File: src/rtl/dmem_initiator.sv
// Data-memory initiator: converts load/store requests to word-port accesses, tracks loads, aligns returns.
// Optional feature: define DMEM_ALIGN_CHECK_EN to drop misaligned accesses and pulse misalign.
module dmem_initiator #(
  parameter int READ_LAT = 3,
  parameter int HAZ_WIN  = 2
) (
  input  logic        clk,
  input  logic        rstn,
  input  logic        interlock,
  input  logic        req_valid,
  output logic        req_ready,
  input  logic        req_we,
  input  logic [1:0]  req_size,
  input  logic        req_signed,
  input  logic [31:0] req_addr,
  input  logic [63:0] req_wdata,
  input  logic [4:0]  req_rt,
  output logic        memory_used,
  output logic [31:0] addra,
  output logic [63:0] dina,
  output logic [7:0]  wea,
  output logic [31:0] addrb,
  input  logic [63:0] mem_doutb,
  output logic        ld_valid,
  output logic [63:0] ld_data,
  output logic [4:0]  ld_rt,
  output logic        hazard_stall,
  output logic        misalign
);

  typedef struct packed {
    logic       valid;
    logic [4:0] rt;
    logic [1:0] size;
    logic       sgn;
    logic [2:0] lane;
  } trk_t;

  typedef struct packed {
    logic        valid;
    logic [31:0] waddr;
  } hist_t;

  // trk[0] lines up with addrb, trk[READ_LAT] lines up with the returning mem_doutb.
  trk_t  trk  [READ_LAT+1];
  hist_t hist [HAZ_WIN];

  logic [31:0] req_waddr;
  logic [2:0]  size_mask;
  logic [7:0]  size_bytes;
  logic [2:0]  req_lane;
  logic        req_misalign;
  logic        hist_hit;
  logic        accept;
  logic        do_access;

  // NOTE: every always_comb output is given a default before any branch, so no latch is inferred.
  always_comb begin
    req_waddr  = {3'b000, req_addr[31:3]};
    size_mask  = 3'd7;
    size_bytes = 8'hff;
    case (req_size)
      2'd0: begin size_mask = 3'd0; size_bytes = 8'h01; end
      2'd1: begin size_mask = 3'd1; size_bytes = 8'h03; end
      2'd2: begin size_mask = 3'd3; size_bytes = 8'h0f; end
      2'd3: begin size_mask = 3'd7; size_bytes = 8'hff; end
    endcase
`ifdef DMEM_ALIGN_CHECK_EN
    req_misalign = |(req_addr[2:0] & size_mask);
    req_lane     = req_addr[2:0];
`else
    req_misalign = 1'b0;
    req_lane     = req_addr[2:0] & ~size_mask;
`endif
    hist_hit = 1'b0;
    for (int i = 0; i < HAZ_WIN; i++)
      if (hist[i].valid && hist[i].waddr == req_waddr) hist_hit = 1'b1;
  end

  assign hazard_stall = req_valid & ~req_we & hist_hit;
  assign req_ready    = ~interlock & ~hazard_stall;
  assign accept       = req_valid & req_ready;
  assign do_access    = accept & ~req_misalign;

  function automatic logic [63:0] align_load(input logic [63:0] word, input trk_t t);
    logic [63:0] sh;
    sh = word >> {t.lane, 3'b000};
    case (t.size)
      2'd0:    align_load = t.sgn ? {{56{sh[7]}},  sh[7:0]}  : {56'd0, sh[7:0]};
      2'd1:    align_load = t.sgn ? {{48{sh[15]}}, sh[15:0]} : {48'd0, sh[15:0]};
      2'd2:    align_load = t.sgn ? {{32{sh[31]}}, sh[31:0]} : {32'd0, sh[31:0]};
      default: align_load = sh;
    endcase
  endfunction

  // NOTE: sequential state uses non-blocking assignments so every register samples pre-edge values.
  always_ff @(posedge clk) begin
    if (!rstn) begin
      memory_used <= 1'b0;
      addra       <= '0;
      dina        <= '0;
      wea         <= '0;
      addrb       <= '0;
      ld_valid    <= 1'b0;
      ld_data     <= '0;
      ld_rt       <= '0;
      misalign    <= 1'b0;
      // NOTE: these small flop arrays are cleared on reset so in-flight loads and stale stores are discarded.
      for (int i = 0; i <= READ_LAT; i++) trk[i] <= '0;
      for (int i = 0; i < HAZ_WIN; i++) hist[i] <= '0;
    end else begin
      memory_used <= 1'b0;
      wea         <= '0;
      ld_valid    <= 1'b0;
      misalign    <= 1'b0;
      if (!interlock) begin
        hist[0].valid <= do_access & req_we;
        hist[0].waddr <= req_waddr;
        for (int i = 1; i < HAZ_WIN; i++) hist[i] <= hist[i-1];

        trk[0].valid <= do_access & ~req_we;
        trk[0].rt    <= req_rt;
        trk[0].size  <= req_size;
        trk[0].sgn   <= req_signed;
        trk[0].lane  <= req_lane;
        for (int i = 1; i <= READ_LAT; i++) trk[i] <= trk[i-1];

        if (trk[READ_LAT].valid) begin
          ld_valid <= 1'b1;
          ld_data  <= align_load(mem_doutb, trk[READ_LAT]);
          ld_rt    <= trk[READ_LAT].rt;
        end

        misalign <= accept & req_misalign;
        if (do_access) begin
          memory_used <= 1'b1;
          if (req_we) begin
            addra <= req_waddr;
            dina  <= req_wdata << {req_lane, 3'b000};
            wea   <= size_bytes << req_lane;
          end else begin
            addrb <= req_waddr;
          end
        end
      end
    end
  end

endmodule

File: config.mk
export PLATFORM = sky130hd
export DESIGN_NAME = dmem_initiator
export DESIGN_NICKNAME = d
export VERILOG_FILES = /design/src/rtl/dmem_initiator.sv
export SDC_FILE = /design/constraint.sdc
export NUM_CORES = 1
export LEC_CHECK = 0
export BUFFER_PORTS_ARGS = -buffer_cell sky130_fd_sc_hd__buf_2
export CAP_MARGIN = 5
export CORE_MARGIN = 2
export CORE_UTILIZATION = 57
export CTS_CLUSTER_DIAMETER = 150
export CTS_CLUSTER_SIZE = 8
export DETAILED_ROUTE_END_ITERATION = 6
export MAX_ROUTING_LAYER = met4
export PLACE_DENSITY = 0.86
export SYNTH_ARGS = -nofsm -noshare
export SYNTH_HDL_FRONTEND = slang
export SYNTH_SLANG_ARGS = --single-unit
File: constraint.sdc
create_clock -name clk -period 8.9 [get_ports clk]
set_input_delay 0.445 -clock clk [delete_from_list [all_inputs] [get_ports clk]]
set_output_delay 0.445 -clock clk [all_outputs]
set_load 0.02 [all_outputs]
==> Flow_metrics.wiki <==
{| class="wikitable"
! Metric !! Value
|-
| Terminus of the critical flop-to-flop path || ld_data[46]
|-
| Leading area contributor after synthesis || dfxtp_1
|-
| End-of-flow core utilization || 69.9%
|-
| Total negative slack || 0 ns
|-
| Growth of design area from synthesis to finish || 20.8%
|-
| Hold Path Class || input port to flip-flop
|-
| Post-route cell area || 18200 um2
|-
| Site Rows || 59
|-
| Area of the core || 26000 um2
|-
| Post-layout minimum cycle time || 3.01 ns
|-
| GRT Residual Overflow || 0
|-
| Number of I/O pins || 383
|-
| Start point of the worst min-delay path || req_valid
|-
| Iteration count of the initial detailed-routing pass || 5
|-
| Leak || 7.88 nW
|-
| Count of synthesis-stage warnings from yosys || 0
|-
| List of most frequent post-synthesis cells || nand2_1, dfxtp_1, mux2i_1
|-
| Slowest stage delay, CP || 0.76 ns
|-
| H-tree lvl count || 2
|-
| Data required, critical path || 9.26 ns
|-
| Number of register bits inferred by synthesis || 309
|-
| Finished Layout Cells || 2241
|-
| Wire length of the first global-routing pass || 70200 um
|-
| Placed Instances || 2163
|-
| Relative slew margins || 21.2%
|-
| Share of synthesized registers carrying an async set or reset || 0%
|-
| Power density over the cells || 198 nW/um2
|-
| Largest net degree at the start of global routing || 116
|-
| Initial core utilization || 57.9%
|-
| Maximum vdd ir drop || 0.150 mV
|-
| Worst Slack Setup Final || 5.89 ns
|-
| Area of the mapped netlist || 15000 um2
|-
| Worst setup path startpoint || trk[3][0]
|-
| Number of buffers on the longest clock path || 3
|-
| Number of synthesized flops with an enable pin || 108
|-
| Pins over their slew limit || 0
|-
| CP Data Arrival Time || 3.38 ns
|-
| Dpl hpwl || 31600 um
|-
| Cell type group with the largest total delay on the critical path || simple AND/OR/NAND/NOR gates
|-
| Worst setup path category || flip-flop to flip-flop
|-
| Worst reg2reg setup slack || 5.89 ns
|-
| CP max FO || 76
|-
| Per-instance average area after synthesis || 9.67 um2
|-
| Highest attainable clock frequency || 0.332 GHz
|-
| Wirelength, routed || 45800 um
|-
| Depth of the worst register-to-register path || 6
|-
| Die height || 166 um
|-
| Least-Margin Pin Slew || 1.18 ns
|-
| Fraction of post-synthesis cell area in the top cell type by area || 26.7%
|-
| Run status || completed
|-
| Wirelength per Cell || 20.5 um
|-
| Width of the chip || 166 um
|-
| Final weighted congestion in routability-driven placement || 1.01
|-
| DRC violation count after routing || 0
|-
| Post-synthesis cell count || 1556
|-
| Pre-CTS setup slack || 5.78 ns
|-
| WP depth || 6
|-
| Total via count after detailed routing || 13300
|-
| Final antenna-violating net count || 0
|-
| Share of cells above drive strength 1 || 26.8%
|-
| Top cells by area, synth || dfxtp_1, edfxtp_1, mux2i_1
|-
| Final-report setup violation count || 0
|-
| Cell at the slowest stage of the critical path || buf_4
|-
| RSZ-0062 raised after global routing || false
|-
| Reg-to-Reg Start || trk[3][0]
|-
| Number of antenna violations at the first check in global routing || 5
|-
| Most frequent cell after synthesis || nand2_1
|-
| Critical path buffer and inverter count || 1
|-
| Worst path cell trace || buf_4 > mux4_2 > nand3_2 > nand2_4 > nor2_4 > a21oi_1
|-
| Hold buffers post-CTS || 0
|-
| Placed inst area || 16900 um2
|-
| Worst setup EP type || flip-flop
|-
| Clock-pin slew of the registers on the worst-case setup and hold paths || 0.05 ns
|-
| Post-CTS Setup Bufs || 0
|-
| Hold violation count in the final report || 0
|-
| TritonCTS sink count || 309
|-
| CTS tree || yes
|-
| TritonCTS Buffers || 44
|-
| Post-detailed-route via-to-cell ratio || 5.94
|-
| Period utilization || 33.9%
|-
| 1st-iter DRT viols || 1351
|-
| Main synth FF type || dfxtp_1
|-
| Overall routing resource usage || 32.8%
|-
| Type of origin of the critical path || flip-flop
|-
| Post-CTS Resized || 0
|-
| Seq/Total Area, Yosys || 48.3%
|-
| Clk_skew || 0.0164 ns
|-
| Final #Nets || 2047
|-
| Number of different library cells in the post-synthesis netlist || 53
|-
| Worst setup path endpoint || ld_data[46]
|-
| Vias in the first global route || 12900
|-
| Root Buffer Master || clkbuf_16
|-
| Die Area || 27700 um2
|-
| Number of max-cap violations || 0
|-
| Count of input and output buffers || 375
|-
| Clock insertion delay at the later pin of the skew report || 0.53 ns
|}
[cells in the final DEF, fill, tap and decap left out, types with 34 or more instances in the layout]
master | Yosys | routed
buf_2 | 17 | 374
nand2_1 | 315 | 314
dfxtp_1 | 201 | 201
mux2i_1 | 120 | 120
o21ai_0 | 114 | 114
and2_1 | 114 | 114
edfxtp_1 | 108 | 108
xnor2_1 | 58 | 58
a21oi_1 | 58 | 58
nand3_1 | 47 | 47
clkbuf_16 | 0 | 44
a21boi_0 | 42 | 42
nor2_1 | 36 | 34
[state kept, by name, summed over array words and instances (netlist names), 5 cells and up]
register,count
ld_rt,5
addrb,29
dina,64
wea,8
addra,29
hist,60
trk,48
ld_data,64
[per-layer routing]
layer  part of all wire [%]  vias up  GRT usage [%]  routed length (um)
li1                       -     6070              -                   -
met1                     38     6298           39.0               17300
met2                     49      810           54.2               22300
met3                    9.1      140           6.37                4160
met4                    4.4        0           15.0                2020
met5                      0        -              -                   0
[metrics by stage]
step | total power [mW] | hold slack [ns]
finish | 3.59 | 0.188
global route | 3.72 | 0.184
CTS | 3.61 | 0.170
detailed placement | 2.09 | 0.449
global placement | 2.08 | 0.441
floorplan | 1.91 | 0.496
[cells by family (layout without fill, tap and decap cells)]
| logic type | Yosys count | in the layout | share of synthesized area [%] |
|---|---|---|---|
| buf+inv | 134 | 473 | 4.26 |
| simple gates | 582 | 582 | 18.1 |
| compound gates | 306 | 306 | 12.5 |
| flops | 309 | 309 | 48.3 |
| xor+xnor | 58 | 58 | 3.38 |
| mux | 166 | 166 | 13.4 |
| other cells | 1 | 12 | 0.0249 |
[how the worst min path moves through the flow]
stage                  endpoint  slack, ns  cells after the start
finish              memory_used       0.19                      2
floorplan              ld_rt[0]       0.50                      2
global route         trk[0][10]       0.18                      2
CTS                 memory_used       0.17                      2
detailed placement    addrb[12]       0.45                      2
global placement       addrb[7]       0.44                      2
[final cells by class]
| type | count | area, um2 |
|---|---|---|
| fillers | 2067 | 7810 |
| inverters | 10 | 37.5 |
| clock inverters | 4 | 50.0 |
| well taps | 335 | 419 |
| multi-input cells | 1119 | 7200 |
| diodes | 5 | 12.5 |
| repair buffers | 390 | 2000 |
| clock buffers | 69 | 1190 |
| flip-flops and latches | 309 | 7270 |
[where the power goes]
group	internal, mW	leakage (nW)	switching, mW	total (mW)
registers	1.54	2.82	0.0383	1.58
logic	0.187	4.47	0.309	0.496
clock network	0.916	0.597	0.601	1.52
No activity file was read; power rests on OpenSTA's default activity.
